## src/rtl/shift_add_multiplier.sv

```systemverilog
// Iterative shift-add multiplier, K bits/cycle; out_valid N+1 clocks after accept, result held until out_ready.
// Define MUL_SIGNED_EN to add the signed_op port (magnitudes multiplied, sign applied on DONE entry).
module shift_add_multiplier #(
  parameter int WIDTH          = 32,
  parameter int BITS_PER_CYCLE = 1
) (
  input  logic                 clk,
  input  logic                 rstn,
  input  logic                 in_valid,
  output logic                 in_ready,
  input  logic [WIDTH-1:0]     a,
  input  logic [WIDTH-1:0]     b,
`ifdef MUL_SIGNED_EN
  input  logic                 signed_op,
`endif
  output logic                 out_valid,
  input  logic                 out_ready,
  output logic [2*WIDTH-1:0]   result,
  output logic                 busy
);

  localparam int K  = BITS_PER_CYCLE;
  localparam int N  = WIDTH / BITS_PER_CYCLE;
  localparam int CW = $clog2(N + 1);

  generate
    if ((BITS_PER_CYCLE < 1) || (WIDTH % BITS_PER_CYCLE != 0)) begin : g_bad_k
      $fatal(1, "BITS_PER_CYCLE must divide WIDTH");
    end
  endgenerate

  typedef enum logic [1:0] {S_IDLE, S_BUSY, S_DONE} state_t;

  state_t               r_state;
  state_t               w_next;
  logic [2*WIDTH-1:0]   r_mcand;
  logic [WIDTH-1:0]     r_mplier;
  logic [2*WIDTH-1:0]   r_acc;
  logic [CW-1:0]        r_count;
  logic                 r_neg;
  logic [2*WIDTH-1:0]   w_partial;
  logic [WIDTH-1:0]     w_a_mag;
  logic [WIDTH-1:0]     w_b_mag;
  logic                 w_neg;
  logic                 w_accept;
  logic                 w_last;

  assign w_accept = (r_state == S_IDLE) && in_valid;
  assign w_last   = (r_state == S_BUSY) && (r_count == CW'(N));

`ifdef MUL_SIGNED_EN
  // Magnitude of the most negative value wraps to itself, which is correct read as unsigned.
  assign w_a_mag = (signed_op && a[WIDTH-1]) ? -a : a;
  assign w_b_mag = (signed_op && b[WIDTH-1]) ? -b : b;
  assign w_neg   = signed_op && (a[WIDTH-1] ^ b[WIDTH-1]);
`else
  assign w_a_mag = a;
  assign w_b_mag = b;
  assign w_neg   = 1'b0;
`endif

  always_ff @(posedge clk or negedge rstn) begin
    if (!rstn) r_state <= S_IDLE;
    else       r_state <= w_next;
  end

  always_comb begin
    w_next = r_state;
    case (r_state)
      S_IDLE:  if (in_valid)  w_next = S_BUSY;
      S_BUSY:  if (w_last)    w_next = S_DONE;
      S_DONE:  if (out_ready) w_next = S_IDLE;
      default:                w_next = S_IDLE;
    endcase
  end

  always_comb begin
    in_ready  = (r_state == S_IDLE);
    busy      = (r_state == S_BUSY);
    out_valid = (r_state == S_DONE);
  end

  always_comb begin
    w_partial = '0;
    for (int k = 0; k < K; k++) begin
      if (r_mplier[k]) w_partial = w_partial + (r_mcand << k);
    end
  end

  always_ff @(posedge clk or negedge rstn) begin
    if (!rstn) begin
      r_mcand  <= '0;
      r_mplier <= '0;
      r_acc    <= '0;
      r_count  <= '0;
      r_neg    <= 1'b0;
      result   <= '0;
    end else if (w_accept) begin
      r_mcand  <= {{WIDTH{1'b0}}, w_a_mag};
      r_mplier <= w_b_mag;
      r_acc    <= '0;
      r_count  <= '0;
      r_neg    <= w_neg;
    end else if (r_state == S_BUSY) begin
      // All N steps are done by the time count reaches N; this cycle only publishes.
      if (w_last) begin
        result <= r_neg ? -r_acc : r_acc;
      end else begin
        r_acc    <= r_acc + w_partial;
        r_mcand  <= r_mcand << K;
        r_mplier <= r_mplier >> K;
        r_count  <= r_count + 1'b1;
      end
    end
  end

endmodule

```

## config.mk

```make
export PLATFORM = sky130hd
export DESIGN_NAME = shift_add_multiplier
export DESIGN_NICKNAME = d
export VERILOG_FILES = /design/src/rtl/shift_add_multiplier.sv
export SDC_FILE = /design/constraint.sdc
export NUM_CORES = 1
export LEC_CHECK = 0
export CELL_PAD_IN_SITES_DETAIL_PLACEMENT = 0
export CELL_PAD_IN_SITES_GLOBAL_PLACEMENT = 2
export CORE_MARGIN = 4
export CORE_UTILIZATION = 37
export CTS_BUF_LIST = sky130_fd_sc_hd__clkbuf_2
export CTS_CLUSTER_DIAMETER = 50
export DETAILED_ROUTE_END_ITERATION = 8
export PLACE_DENSITY = 0.9
export SYNTH_ARGS = -nofsm -noshare
export SYNTH_HDL_FRONTEND = slang
export SYNTH_SLANG_ARGS = --single-unit
```

## constraint.sdc

```tcl
create_clock -name clk -period 4 [get_ports clk]
set_input_delay 0.4 -clock clk [delete_from_list [all_inputs] [get_ports clk]]
set_output_delay 0.4 -clock clk [all_outputs]
set_load 0.01 [all_outputs]
```

==> qor.yml <==
finalMaxSlewViolations: 0
yosys.area.top_type: "dfrtp_1"
antenna_found_initial: 1
clock-skew-final_ps: 56.13
place_hpwl_um: 25390
ant_nets: 0
clock.fmax_mhz: 280.8
async_flop_share_pct: 100.0
outcome: "finished, final reports clean"
std_cell_rows: 69
grt_pass1_vias: 11656
start_kind: "register"
cts_resized: 0
maxCapViolations: 0
yosysMostFrequentCell: "nand2_1"
synth_edf_count: 0
drtPass1Iterations: 5
endpoint_kind: "register"
leakage_nw: 7.427
cts.sinks: 232
critical_path_class: "register to register"
grt-ovfl-total: 0
die_area_um2: 39180
cts_made_buffers: 68
synth_common_cells: "279 x nand2_1, 232 x dfrtp_1, 94 x nand3_1, 87 x a21oi_1, 86 x clkbuf_1"
drive_gt1_share_pct: 11.83
whs_ps: 123.0
timing.slew.headroom_pct: 31.28
drc: 0
fp.dieH_um: 197.9
place.port_buffers: 134
grtUsageTotal_pct: 18.98
post-place-cells: 2017
core_area_um2: 35570
clock_latency_ps: 890
syn_area_um2: 13350
powerDensity_nw_per_um2: 771.2
clk_pin_slew_worst_paths_ps: 110
cts_tree: "built"
synth-seq-area-share_pct: 43.49
syn_to_final_growth_pct: 19.75
final_cells: 2161
period_minus_slack_ps: 3561
hold_viol_final: 0
cp_max_fo: 35
yosys_warnings: 0
synth_nets: 1631
tightest_slew_ps: 1031
utilization_pct: 44.94
fin_nets: 1783
max-vdd-ir-drop_uv: 288.8
synth_area_leaders: "dfrtp_1 43%, nand2_1 7.8%, ha_1 6.1%"
drt-initial-drc-count: 504
yosys.cell_types.count: 57
required_ps: 4770
vias_per_cell: 5.301
hp-class: "input port to register"
cp.arrival_ps: 4330
multi_input_area_um2: 7127
rsz0062_at_grt: "false"
htreeDepth: 3
clock_path_buffers: 3
grt_first_pass_wirelength_um: 60930
io_pins: 135
gp_congestion: 0.8680
p_total_mw: 12.33
synth-seq-cells: 232
die_x_um: 197.9
cts-root-buf: "clkbuf_2"
ff_latch_area_um2: 5806
synth_ff_type: "dfrtp_1"
grt_max_degree: 120
tns_ps: 0
wl_per_cell_um: 16.97
fill_cells: 3556
setup_viol: 0
vias: 11455
synth_top_area_share_pct: 43.49
wirelength_um: 36680
synthCells: 1497
synth_area_per_cell_um2: 8.916
period_share_pct: 89.03
initial_core_util_pct: 37.53
flip-flops by register name (all words and copies together), names as in the netlist:
register	cells
r_state	2
r_mplier	32
r_acc	64
r_mcand	64
r_count	6
result	64
report_power, final:
group | switching [mW] | internal (mW) | leakage (nW) | total, mW
clock | 1.05 | 0.721 | 0.467 | 1.77
combinational | 3.66 | 2.70 | 3.99 | 6.36
sequential | 0.800 | 3.40 | 2.97 | 4.20
total | 5.51 | 6.81 | 7.43 | 12.3
placed cells by master, fill, tap and decap left out, types with 50 or more instances in the layout:
cell type	Yosys	layout
nand2_1	279	278
dfrtp_1	232	232
clkdlybuf4s50_1	0	133
clkbuf_2	0	98
nand3_1	94	94
a21oi_1	87	87
nor2_1	78	77
and2_1	69	67
mux2_2	65	65
ha_1	65	65
o21ai_1	50	50
worst max-delay path, cell delays in order, from the launching register on:
cell	delay [ps]
dfrtp_1	410
buf_4	230
and2_1	200
ha_1	390
a21oi_2	250
o21ai_1	130
or3_1	380
nor3_1	390
o2111ai_1	190
nand3_1	140
a21oi_1	90
or4_1	410
a32o_1	260
cell type report:
cell class              count  share of cell area, %
multi-input cells        1148                  44.59
inverters                  22                 0.5166
clock inverters            22                 0.6888
clock buffers              98                  3.068
diodes                      1                0.01566
flip-flops and latches    232                  36.32
repair buffers            177                  11.19
well taps                 461                  3.609
through the flow:
step / worst slack (ps) / instance area (um2)
CTS: 447.9 / 15980
global route: 242.4 / 15980
floorplan: 637.4 / 13350
global placement: 522.2 / 15150
finish: 438.7 / 15980
detailed placement: 427.0 / 15150
worst paths after layout:
| kind | start | end | slack, ps | cells past startpoint |
|---|---|---|---|---|
| setup / recovery | r_mplier[0] | r_acc[59] | 440 | 12 |
| hold / removal | a[0] | r_mcand[0] | 120 | 3 |
| setup reg to reg | r_mplier[0] | r_acc[59] | 440 | 12 |
| hold reg to reg | r_mcand[61] | r_mcand[62] | 450 | 2 |
| max in group asynchronous | rstn | result[44] | 2650 | 3 |
| min in group asynchronous | rstn | r_mplier[20] | 150 | 2 |
layer usage:
layer | vias to the layer above | global-route usage [%] | share of wire (%)
li1 | 5643 | - | -
met1 | 5521 | 26.52 | 47
met2 | 243 | 29.06 | 45
met3 | 48 | 4.475 | 5.4
met4 | 0 | 6.580 | 2.0
met5 | - | 0 | 0
cells by family after synthesis:
kind of cell               count (synthesis)  synth area share, %
adders and majority gates                 66                6.243
buffers and inverters                    117                3.356
xor gates and xnor gates                  54                3.543
muxes                                     67                5.634
and+or+nand+nor                          600                20.58
AOI/OAI and AO/OA                        361                17.15
DFF                                      232                43.49
what timing repair did:
action                    in CTS  in global routing
hold buffers                  23                  0
setup buffers                  0                  0
hold endpoints to repair     131                  0
Power figures use the tool's default switching activity.
